[config.mk]
export PLATFORM = sky130hd
export DESIGN_NAME = bram_lsu
export DESIGN_NICKNAME = d
export VERILOG_FILES = /design/src/rtl/bilberry_mem_pkg.sv /design/src/rtl/ram_lane_align.sv /design/src/rtl/bram_lsu.sv
export SDC_FILE = /design/constraint.sdc
export NUM_CORES = 1
export LEC_CHECK = 0
export BUFFER_PORTS_ARGS = -buffer_cell sky130_fd_sc_hd__buf_2
export CAP_MARGIN = 20
export CELL_PAD_IN_SITES_DETAIL_PLACEMENT = 0
export CELL_PAD_IN_SITES_GLOBAL_PLACEMENT = 1
export CORE_MARGIN = 2
export CORE_UTILIZATION = 37
export CTS_CLUSTER_SIZE = 28
export DETAILED_ROUTE_END_ITERATION = 10
export PLACE_DENSITY = 0.79
export SYNTH_ARGS = -nofsm -noshare
export SYNTH_HDL_FRONTEND = slang
export SYNTH_SLANG_ARGS = --single-unit
[constraint.sdc]
create_clock -name clk -period 2.7 [get_ports clk]
set_clock_uncertainty 0.05 [all_clocks]
set_input_delay 0.135 -clock clk [delete_from_list [all_inputs] [get_ports clk]]
set_output_delay 0.135 -clock clk [all_outputs]
set_load 0.01 [all_outputs]
[src/rtl/bilberry_mem_pkg.sv]
// Shared types and widths for the BRAM load/store path.
package bilberry_mem_pkg;

   localparam int RAM_DW  = 32;
   localparam int RAM_AW  = 15;
   localparam int BADDR_W = 17;
   localparam int CNT_W   = 4;

   typedef enum logic [1:0] {
      SZ_BYTE = 2'b00,
      SZ_HALF = 2'b01,
      SZ_WORD = 2'b10,
      SZ_BAD  = 2'b11
   } mem_size_t;

   typedef enum logic [1:0] {
      IDLE,
      READ,
      RD_WAIT,
      WRITE
   } lsu_state_t;

endpackage

[src/rtl/ram_lane_align.sv]
// Lane extract/extend for loads and lane merge for read-modify-write stores.
module ram_lane_align
   import bilberry_mem_pkg::*;
(
   input  mem_size_t         size,
   input  logic [1:0]        offset,
   input  logic              sign_ext,
   input  logic [RAM_DW-1:0] word,
   input  logic [RAM_DW-1:0] wdata,
   output logic [RAM_DW-1:0] load_data,
   output logic [RAM_DW-1:0] merged
);

   logic [4:0] sh_b;
   logic [4:0] sh_h;
   logic [7:0] byte_lane;
   logic [15:0] half_lane;

   assign sh_b      = {offset, 3'b000};
   assign sh_h      = {offset[1], 4'b0000};
   assign byte_lane = word[sh_b +: 8];
   assign half_lane = word[sh_h +: 16];

   always_comb begin
      load_data = word;
      merged    = wdata;
      case (size)
         SZ_BYTE: begin
            load_data           = {{24{sign_ext & byte_lane[7]}}, byte_lane};
            merged              = word;
            merged[sh_b +: 8]   = wdata[7:0];
         end
         SZ_HALF: begin
            load_data           = {{16{sign_ext & half_lane[15]}}, half_lane};
            merged              = word;
            merged[sh_h +: 16]  = wdata[15:0];
         end
         default: ;
      endcase
   end

endmodule

[src/rtl/bram_lsu.sv]
// Byte/half/word load-store initiator on a 32-bit word BRAM port.
//
// state   | meaning
// IDLE    | ready for a request; illegal requests answered from here
// READ    | word address driven, startReadRAM pulsed
// RD_WAIT | waiting for readRdyRAM; load returns or store merges
// WRITE   | address/data held, we follows saveRdyRAM
module bram_lsu
   import bilberry_mem_pkg::*;
#(
   parameter int BLOCKS  = 14,
   parameter int TIMEOUT = 15
) (
   input  logic               clk,
   input  logic               rst,
   input  logic               req_valid,
   output logic               req_ready,
   input  logic               req_we,
   input  logic [1:0]         req_size,
   input  logic               req_signed,
   input  logic [BADDR_W-1:0] req_addr,
   input  logic [RAM_DW-1:0]  req_wdata,
   output logic               resp_valid,
   output logic [RAM_DW-1:0]  resp_rdata,
   output logic               resp_err,
   output logic [RAM_AW-1:0]  addr,
   output logic [RAM_DW-1:0]  din,
   output logic               we,
   output logic               startReadRAM,
   input  logic [RAM_DW-1:0]  out,
   input  logic               readRdyRAM,
   input  logic               saveRdyRAM
);

   localparam logic [31:0]      WORD_LIMIT = 32'(BLOCKS * 256);
   localparam logic [CNT_W-1:0] CNT_LOAD   = CNT_W'(TIMEOUT);
   localparam logic [CNT_W-1:0] CNT_TC     = CNT_W'(1);

   lsu_state_t        state;
   lsu_state_t        nxt_state;
   mem_size_t         lat_size;
   logic              lat_signed;
   logic              lat_we;
   logic [1:0]        lat_off;
   logic [CNT_W-1:0]  cnt;

   logic              accept;
   logic              req_ok;
   logic              size_ok;
   logic              align_ok;
   logic              range_ok;
   logic              resp_set;
   logic              err_set;
   logic              load_done;
   logic              merge_en;
   logic              cnt_load;
   logic              cnt_dec;
   logic [RAM_DW-1:0] load_data;
   logic [RAM_DW-1:0] merged;

   assign req_ready = rst & (state == IDLE);
   assign accept    = req_valid & req_ready;
   // Gated by rst so a reset landing in WRITE can never commit the store.
   assign we        = rst & (state == WRITE) & saveRdyRAM;

   always_comb begin
      size_ok  = 1'b1;
      align_ok = 1'b1;
      case (mem_size_t'(req_size))
         SZ_HALF: align_ok = ~req_addr[0];
         SZ_WORD: align_ok = (req_addr[1:0] == 2'b00);
         SZ_BAD:  size_ok  = 1'b0;
         default: ;
      endcase
   end

   assign range_ok = 32'(req_addr[BADDR_W-1:2]) < WORD_LIMIT;
   assign req_ok   = size_ok & align_ok & range_ok;

   always_comb begin
      nxt_state = state;
      resp_set  = 1'b0;
      err_set   = 1'b0;
      load_done = 1'b0;
      merge_en  = 1'b0;
      case (state)
         IDLE: begin
            if (accept) begin
               if (!req_ok) begin
                  resp_set = 1'b1;
                  err_set  = 1'b1;
               end else if (req_we && (mem_size_t'(req_size) == SZ_WORD)) begin
                  nxt_state = WRITE;
               end else begin
                  nxt_state = READ;
               end
            end
         end
         READ: nxt_state = RD_WAIT;
         RD_WAIT: begin
            if (readRdyRAM) begin
               if (lat_we) begin
                  merge_en  = 1'b1;
                  nxt_state = WRITE;
               end else begin
                  load_done = 1'b1;
                  resp_set  = 1'b1;
                  nxt_state = IDLE;
               end
            end else if (cnt == CNT_TC) begin
               resp_set  = 1'b1;
               err_set   = 1'b1;
               nxt_state = IDLE;
            end
         end
         WRITE: begin
            if (saveRdyRAM) begin
               resp_set  = 1'b1;
               nxt_state = IDLE;
            end else if (cnt == CNT_TC) begin
               resp_set  = 1'b1;
               err_set   = 1'b1;
               nxt_state = IDLE;
            end
         end
         default: nxt_state = IDLE;
      endcase
   end

   // Timer reloads on entry to a wait state and counts down each stalled cycle.
   assign cnt_load = (nxt_state != state) && ((nxt_state == RD_WAIT) || (nxt_state == WRITE));
   assign cnt_dec  = ((state == RD_WAIT) && !readRdyRAM) || ((state == WRITE) && !saveRdyRAM);

   always_ff @(posedge clk) begin
      if (!rst) begin
         state        <= IDLE;
         addr         <= '0;
         din          <= '0;
         resp_valid   <= 1'b0;
         resp_err     <= 1'b0;
         resp_rdata   <= '0;
         startReadRAM <= 1'b0;
         cnt          <= '0;
         lat_size     <= SZ_BYTE;
         lat_signed   <= 1'b0;
         lat_we       <= 1'b0;
         lat_off      <= 2'b00;
      end else begin
         state        <= nxt_state;
         resp_valid   <= resp_set;
         resp_err     <= err_set;
         resp_rdata   <= load_done ? load_data : '0;
         startReadRAM <= (nxt_state == READ);
         if (accept && req_ok) begin
            addr       <= req_addr[BADDR_W-1:2];
            din        <= req_wdata;
            lat_size   <= mem_size_t'(req_size);
            lat_signed <= req_signed;
            lat_we     <= req_we;
            lat_off    <= req_addr[1:0];
         end
         if (merge_en) begin
            din <= merged;
         end
         if (cnt_load) begin
            cnt <= CNT_LOAD;
         end else if (cnt_dec) begin
            cnt <= cnt - CNT_TC;
         end
      end
   end

   // din still holds the right-aligned store data while the read is outstanding.
   ram_lane_align u_align (
      .size      (lat_size),
      .offset    (lat_off),
      .sign_ext  (lat_signed),
      .word      (out),
      .wdata     (din),
      .load_data (load_data),
      .merged    (merged)
   );

endmodule

After elaboration in Yosys (flattened, before gate mapping)
Cells that the tools add are included.
{"block": "word_totals", "word_cells": 93, "output_inout_bits": 84, "reg_bits": 94, "input_bits": 90}
{"block": "op_classes", "shifts": 6, "order_cmp": 1, "bitwise_logic": 9, "n_reduce_logical": 16, "eq_ne": 13, "n_mux": 33, "addsub": 3}
{"op": "32-bit case mux with 2 select lines", "count": 2}
{"op": "32-bit bitwise mux", "count": 2}
{"op": "32-bit 2-to-1 mux", "count": 2}
{"op": "16-bit by 7-bit variable shift with 32-bit output (first input constant)", "count": 1}
{"op": "8-bit by 7-bit variable shift with 32-bit output (first input constant)", "count": 1}
{"op": "16-bit by 7-bit indexed part select with 32-bit output", "count": 1}
{"op": "32-bit by 6-bit indexed part select with 16-bit output", "count": 1}
{"op": "32-bit by 6-bit indexed part select with 8-bit output", "count": 1}
{"op": "8-bit by 7-bit indexed part select with 32-bit output", "count": 1}
{"op": "15-bit by 12-bit less-than comparator with 1-bit output (second input constant)", "count": 1}
{"op": "1-bit 2-to-1 mux", "count": 14}
{"op": "2-bit 2-to-1 mux", "count": 7}
{"op": "5-bit negation with 7-bit output", "count": 2}
{"op": "2-bit equality test (second input constant)", "count": 6}
{"op": "1-bit bitwise AND", "count": 8}
{"op": "2-bit by 1-bit equality test with 1-bit output (second input constant)", "count": 4}
{"op": "4-bit 2-to-1 mux", "count": 2}
{"op": "2-bit case mux with 4 select lines", "count": 1}
{"op": "2-bit logical NOT", "count": 3}
{"op": "1-bit case mux with 3 select lines", "count": 2}
{"op": "1-bit logical AND", "count": 5}
{"op": "4-bit by 1-bit equality test with 1-bit output (second input constant)", "count": 1}
{"op": "2-bit AND reduction", "count": 2}
{"op": "2-bit nonzero test", "count": 2}
{"op": "other kinds (7)", "count": 9}

Depth between registers and ports, before layout
Gate-level depths: netlist of the first run.
{"block": "depth", "word_depth": 11, "ltp_mapped": 9, "depth_no_buf": 7}

Modules after synthesis
A second synthesis of the first run with hierarchy kept.
{"block": "unflattened", "cells_unflattened": 679, "hier_area_um2": 5901.9}
{"module": "bram_lsu", "area_per_inst_um2": 3995.1, "cells_each": 425, "n_inst": 1}
{"module": "ram_lane_align", "area_per_inst_um2": 1906.8, "cells_each": 254, "n_inst": 1}

Worst setup path after synthesis of the first run
OpenSTA, ideal clock, no wires.
{"block": "synth_timing", "path_kind": "register to register", "start": "reg lat_off[1]", "end": "reg din[10]", "setup_slack_ps": 688, "t_arrival_ps": 1838, "required_time_ps": 2527, "n_path_buf": 2, "period_less_slack_ps": 2012, "stages_incl_launch_ff": 10, "path_cell_list": "dfxtp_1 -> buf_6 -> inv_1 -> ha_1 -> and3b_1 -> and3_1 -> clkbuf_1 -> a221o_1 -> o2111ai_1 -> o21ai_1"}
{"block": "synth_between", "elab_chain_len": 5}
{"item": "start: declaration", "line_no": "bram_lsu.sv:44", "source": "logic [1:0] lat_off;"}
{"item": "start signal: assignment", "line_no": "bram_lsu.sv:160", "source": "lat_off <= req_addr[1:0];"}
{"item": "5-bit negation with 7-bit output, on equally long branches", "line_no": "ram_lane_align.sv:36, ram_lane_align.sv:31"}
{"item": "16-bit by 7-bit indexed part select with 32-bit output (tied with other cells)", "line_no": "ram_lane_align.sv:36", "source": "merged[sh_h +: 16] = wdata[15:0];"}
{"item": "32-bit bitwise mux, on equally long branches", "line_no": "ram_lane_align.sv:36, ram_lane_align.sv:31"}
{"item": "32-bit case mux with 2 select lines *", "line_no": "ram_lane_align.sv:27", "source": "case (size)"}
{"item": "32-bit 2-to-1 mux *", "line_no": "bram_lsu.sv:162", "source": "if (merge_en) begin"}
{"item": "end signal: assignment", "line_no": "bram_lsu.sv:156", "source": "din <= req_wdata;"}
{"item": "end signal: assignment", "line_no": "bram_lsu.sv:163", "source": "din <= merged;"}
{"item": "end: declaration", "line_no": "bram_lsu.sv:27", "source": "output logic [RAM_DW-1:0] din,"}
Mark *: on every way between the ends. The rest lies on a longest branch, timed or not.
A chain may end at the register's enable or synchronous reset.

Worst setup path in the final report of the first run
{"block": "layout_timing", "start": "reg lat_off[1]", "end": "reg din[27]"}
Same word-level chain as after synthesis.

==> results of run 1 <==
metal layers:
metal,GRT usage,vias up,part of all wire
li1,-,2415,-
met1,0.297,2371,0.44
met2,0.358,210,0.45
met3,0.0471,38,0.079
met4,0.105,0,0.031
met5,0,-,0
placed cells by master (no fill, tap or decap), types with 16 or more instances in the layout:
master	count
mux2i_1	19
o2111ai_1	16
dfxtp_1	93
nand2_1	80
a21oi_1	39
nor2_1	24
a21boi_0	17
buf_2	173
o21ai_0	27
per-stage QoR:
stage | hold slack, ps | util | total power, uW | worst slack, ps | cells
2_1_floorplan | 220 | - | 1550 | 688 | 556
3_3_place_gp | 336 | 0.451 | 1690 | 601 | 873
3_5_place_dp | 348 | 0.451 | 1690 | 508 | 873
4_1_cts | 8.18 | 0.485 | 2960 | 474 | 904
5_1_grt | 23.7 | 0.485 | 3040 | 331 | 905
6_report | 12.0 | 0.485 | 2940 | 475 | 905
path summary, 6_finish.rpt:
check                                       endpoint  slack [ps]                    start  cells past startpoint
worst max-delay path            din[27]$_SDFFE_PN0P_         480  lat_off[1]$_SDFFE_PN0P_                      8
worst min-delay path            din[23]$_SDFFE_PN0P_          10            req_wdata[23]                      3
worst max register to register  din[27]$_SDFFE_PN0P_         480  lat_off[1]$_SDFFE_PN0P_                      8
worst min register to register  din[17]$_SDFFE_PN0P_         410     din[17]$_SDFFE_PN0P_                      2
kinds of logic (layout without fill, tap and decap cells):
family          Yosys count  count (layout)  share of synthesized area
compound gates          200             200                      0.298
xor+xnor                  3               3                    0.00527
fa+ha+maj                10              10                     0.0251
buf+inv                  59             231                     0.0559
flops                    94              94                      0.377
mux                      27              27                     0.0720
other cells               0               1                          0
simple gates            163             163                      0.167
cell type report:
cell class,count,share of cell area
Timing Repair Buffer,203,0.176
Clock buffer,9,0.0352
Tap cell,176,0.0344
Sequential cell,94,0.294
Inverter,12,0.00704
Clock inverter,7,0.0102
Multi-Input combinational cell,403,0.442
Antenna cell,1,0.000391
worst register-to-register path, stage by stage, from the launching register on:
cell and delay, ps:
dfxtp_2 460, inv_1 170, ha_1 360, nor4bb_1 300, buf_4 210, a221oi_1 90
a211oi_1 300, a21oi_1 70, a21oi_1 160
power by group:
group	switching [uW]	internal (uW)
clock network	615	646
registers	8.62	1390
logic	151	124
total	774	2160
state kept, by name, indices dropped and copies added (netlist names), 2 cells and up:
signal and cells:
din 32, resp_rdata 32, addr 15, cnt 4
lat_off 2, lat_size 2, state 2
==> reports/summary.txt, run 1 <==
Fmax: 449 MHz
H-tree depth: 3
most numerous cell on the critical path: a21oi_1
Synth Instances: 556
# rows: 42
Arrival @ worst endpoint: 2470 ps
CTS max path bufs: 2
Worst Path Required: 2940 ps
Max Slew Vio Count: 0
FFs w/ async S/R, synth: 0
die width: 120 um
fin crit period: 2220 ps
post-synth top area share: 0.377
area grow syn2layout: 28.2%
core area: 13200 sq um
CTS resizes: 0
Hold Crit Class: primary input to flop
Ys Warns: 0
#FFs+latches synth: 94
CTS tree: built
DRT iter0 DRCs: 447
Seq. cell area: 1880 sq um
critical path peak fanout: 10
area of the multi-input gates: 2830 sq um
Cell Chain, Critical Path: inv_1 -> ha_1 -> nor4bb_1 -> buf_4 -> a221oi_1 -> a211oi_1 -> a21oi_1 -> a21oi_1
post-synth cell types: 67
Syn Std Cell Area: 4990 sq um
clk root buf: clkbuf_16
register area share after synthesis: 0.377
full die area: 14400 sq um
CP bufs+invs: 2
crit path capture type: flop
vias: 5034
Post-CTS Setup Bufs: 0
average size of a mapped cell: 8.97 sq um
GP Congestion: 0.907
top cells by count, synth: dfxtp_1, nand2_1, a21oi_1
DR pass1 iterations: 5
Rel. slew slack: 0.543
routed wire length: 16.9 mm
CTS Buf Count: 9
Reg clk slew, reported paths: 80 ps
DR DRC count: 0
fraction of layout cells with a size suffix above 1: 0.321
WS Path Type: flop to flop
final setup vio count: 0
Skew-Pair Late Insertion Delay: 350 ps
pwr/cell area: 459 nW/um^2
post-route cell area: 6400 sq um
Initial Util: 0.378
Worst path slowest cell: dfxtp_2
Least-Margin Pin Slew: 686 ps
largest net degree at the start of global routing: 44
Port Buffers: 173
Setup TNS: 0 ps
most frequent cell after synthesis: dfxtp_1
I/O pins: 174
Post-DP HPWL: 12.3 mm
gr usage total: 0.227
initial antenna violation count: 1
Fill cells: 1293
part of the cycle the worst path needs: 0.824
Final Hold Viols: 0
Synth area leader: dfxtp_1
vias per cell: 5.56
Worst path max stage delay: 460 ps
maxcap violations: 0
Die Ht: 120 um
syn nets: 656
outcome: complete, no violations
RSZ-0062 raised after global routing: false
cts hold-fix bufs: 15
Area contributors post-synth: dfxtp_1, nand2_1, a21oi_1
vias in the first global route: 4719
Synth Flop Type: dfxtp_1
cell area after placement: 5950 sq um
VDD IR max: 265 uV
family with the most delay on the worst path: compound AO/OA/AOI/OAI gates
Wirelength per Cell: 18.7 um
gr ovfl total: 0
Final #Nets: 823
Sink Count: 94
Worst setup SP type: flop
Post-synth EDFFs: 0
first-pass GRT wire length: 25.3 mm
Routed Antenna Nets: 0
P_leak: 0.00269 uW
No activity file was read; power rests on OpenSTA's default activity.
==> run 2, diff against run 1 <==
--- a/config.mk
+++ b/config.mk
@@ -10,10 +10,10 @@
 export CELL_PAD_IN_SITES_DETAIL_PLACEMENT = 0
 export CELL_PAD_IN_SITES_GLOBAL_PLACEMENT = 1
 export CORE_MARGIN = 2
-export CORE_UTILIZATION = 37
+export CORE_UTILIZATION = 33
 export CTS_CLUSTER_SIZE = 28
 export DETAILED_ROUTE_END_ITERATION = 10
-export PLACE_DENSITY = 0.79
+export PLACE_DENSITY = 0.74
 export SYNTH_ARGS = -nofsm -noshare
 export SYNTH_HDL_FRONTEND = slang
 export SYNTH_SLANG_ARGS = --single-unit
==> constraint.sdc (replaced) <==
create_clock -name clk -period 1.8 [get_ports clk]
set_clock_uncertainty 0.05 [all_clocks]
set_input_delay 0.09 -clock clk [delete_from_list [all_inputs] [get_ports clk]]
set_output_delay 0.09 -clock clk [all_outputs]
set_load 0.01 [all_outputs]
==> run 2 against run 1 <==
The run now ends with setup timing left. Non-clock buffer count increased by 67. Worst hold slack got worse by 1.2 ps. Final cell count increased by 8.3%. Die area increased by 12%.
==> reports/summary.txt, run 2 (same netlist as run 1, synthesis figures left out) <==
critical path peak fanout: 8 (-2)
Fmax: 555 MHz (+24%)
Reg clk slew, reported paths: 70 ps (about the same)
Worst path max stage delay: 400 ps (-60 ps)
crit path capture type: flop
Die Ht: 127 um (+5.7%)
pwr/cell area: 618 nW/um^2 (+35%)
worst setup margin: -0.716 ps (-476 ps)
Wirelength per Cell: 18.3 um (-1.8%)
fin util: 0.496 (+0.0114)
register-to-register setup slack: -0.7 ps (-480 ps)
DRT iter0 DRCs: 350 (-22%)
initial antenna violation count: 1 (unchanged)
H-tree depth: 3 (unchanged)
Final #Nets: 890 (+8.1%)
area grow syn2layout: 45.7%
vias in the first global route: 5043 (+6.9%)
most numerous cell on the critical path: a21oi_1
fin crit period: 1800 ps (-424 ps)
maxcap violations: 0 (unchanged)
Final Total Pwr: 4490 uW (+53%)
worst reg2reg path startpoint: lat_off[1]$_SDFFE_PN0P_
CTS Buf Count: 9 (unchanged)
vias: 5272 (+4.7%)
Sink Count: 94 (unchanged)
Routed Antenna Nets: 0 (unchanged)
CTS max path bufs: 2 (unchanged)
GP Congestion: 0.839 (-7.6%)
part of the cycle the worst path needs: 1.00 (+0.176)
Post-DP HPWL: 13.1 mm (+6.6%)
routed wire length: 18.0 mm (+6.3%)
first-pass GRT wire length: 27.0 mm (+6.9%)
Port Buffers: 173 (unchanged)
gr usage total: 0.215 (-0.0120)
failing checks: setup timing
Max Slew Vio Count: 0 (unchanged)
Final Hold Viols: 0 (unchanged)
vias per cell: 5.38 (-3.3%)
final setup vio count: 1 (+1)
fraction of layout cells with a size suffix above 1: 0.371 (+0.0496)
reg2reg path depth: 8 (unchanged)
Cell Chain, Critical Path: inv_6 -> ha_4 -> nor4bb_4 -> buf_6 -> a221oi_2 -> a211oi_2 -> a21oi_1 -> a21oi_1
Rel. slew slack: 0.710 (+0.168)
hold path cells: 3 (unchanged)
Arrival @ worst endpoint: 2040 ps (-430 ps)
outcome: finished with violations
# rows: 44 (+4.8%)
largest net degree at the start of global routing: 44 (unchanged)
post-route cell area: 7270 sq um (+14%)
core area: 14600 sq um (+11%)
VDD IR max: 450 uV (+70%)
die width: 127 um (+5.7%)
commonest non-fill, non-tap cell in the layout: buf_2
full die area: 16100 sq um (+12%)
Worst Hold End: resp_rdata[15]$_SDFF_PN0_
Skew-Pair Late Insertion Delay: 360 ps (about the same)
Worst setup SP type: flop
Fill cells: 1374 (+6.3%)
gr ovfl total: 0 (unchanged)
Least-Margin Pin Slew: 430 ps (-256 ps)
DR DRC count: 0 (unchanged)
WS Path Type: flop to flop
Hold Crit Class: primary input to flop
cell area after placement: 6290 sq um (+5.7%)
end of the worst register-to-register path: din[25]$_SDFFE_PN0P_
Worst Path Required: 2040 ps (-900 ps)
CTS tree: built
most frequent cells in the layout: buf_2, dfxtp_1, nand2_1
clk root buf: clkbuf_16
DR pass1 iterations: 6 (+1)
min-delay src: out[15]
Largest regs: din: 32 flops, resp_rdata: 32 flops, addr: 15 flops
Initial Util: 0.341 (-0.0375)
I/O pins: 174 (unchanged)
Worst path slowest cell: dfxtp_4
P_leak: 0.00305 uW (+13%)
RSZ-0062 raised after global routing: true
-- run 2: routing by layer --
layer  GRT usage  routed length [um]  vias up
met5           0                   0        -
met4      0.0821                 443        0
met3      0.0354                 865       36
met2       0.350                8580      173
met1       0.287                8060     2517
li1            -                   -     2546
-- run 2: final cells by class --
| type | instances | area [sq um] | share of cell area |
|---|---|---|---|
| tap | 184 | 230 | 0.0317 |
| timing repair buffer | 270 | 1820 | 0.250 |
| antenna | 1 | 2.50 | 0.000344 |
| clock inverter | 7 | 66.3 | 0.00912 |
| sequential | 94 | 1890 | 0.260 |
| inverter | 12 | 50.0 | 0.00689 |
| clock buffer | 9 | 225 | 0.0310 |
| multi-input combinational | 403 | 2990 | 0.411 |
-- run 2: worst max-delay path by stage --
| stage | startpoint | endpoint | cells past startpoint |
|---|---|---|---|
| after detailed placement | lat_off[0]$_SDFFE_PN0P_ | din[30]$_SDFFE_PN0P_ | 8 |
| after CTS | lat_off[1]$_SDFFE_PN0P_ | din[25]$_SDFFE_PN0P_ | 8 |
| after global routing | lat_off[1]$_SDFFE_PN0P_ | din[24]$_SDFFE_PN0P_ | 8 |
| final | lat_off[1]$_SDFFE_PN0P_ | din[25]$_SDFFE_PN0P_ | 8 |
| after global placement | lat_off[1]$_SDFFE_PN0P_ | din[30]$_SDFFE_PN0P_ | 8 |
| after floorplan | lat_off[1]$_SDFFE_PN0P_ | din[10]$_SDFFE_PN0P_ | 9 |
-- run 2: per-stage QoR --
step | worst slack, ps | TNS (ps) | instances | hold WS (ps)
after floorplan | 8.68 | 0 | 556 | 175
after global placement | -139 | -985 | 911 | 294
after detailed placement | -126 | -1230 | 911 | 301
after CTS | 0.692 | 0 | 976 | 0.508
after global routing | -119 | -2500 | 980 | 10.7
final | -0.716 | -0.716 | 980 | 10.8
-- run 2: what timing repair did --
| action | 4_1_cts | 5_1_grt |
|---|---|---|
| gates resized for setup | 8 | 30 |
| hold buffers | 47 | 0 |
| buffers inserted | 2 | 3 |
| pin swaps | 7 | 30 |
| endpoints found under the setup margin | 24 | 53 |
| gates cloned | 0 | 0 |
| hold endpoints to repair | 47 | 0 |
-- run 2: where the power goes --
| part | internal, uW | switching (uW) | total (uW) | leakage, uW |
|---|---|---|---|---|
| Combinational | 253 | 247 | 500 | 0.00215 |
| Sequential | 2090 | 11.9 | 2100 | 0.000760 |
| Clock | 967 | 923 | 1890 | 0.000136 |
| Total | 3310 | 1180 | 4490 | 0.00305 |
-- run 2: critical path, delay by kind of cell, from the launching register on --
| kind | cells | cell delay, ps |
|---|---|---|
| compound gates | 4 | 480 |
| fa+ha+maj | 1 | 250 |
| flops | 1 | 400 |
| buf+inv | 2 | 240 |
| simple gates | 1 | 300 |
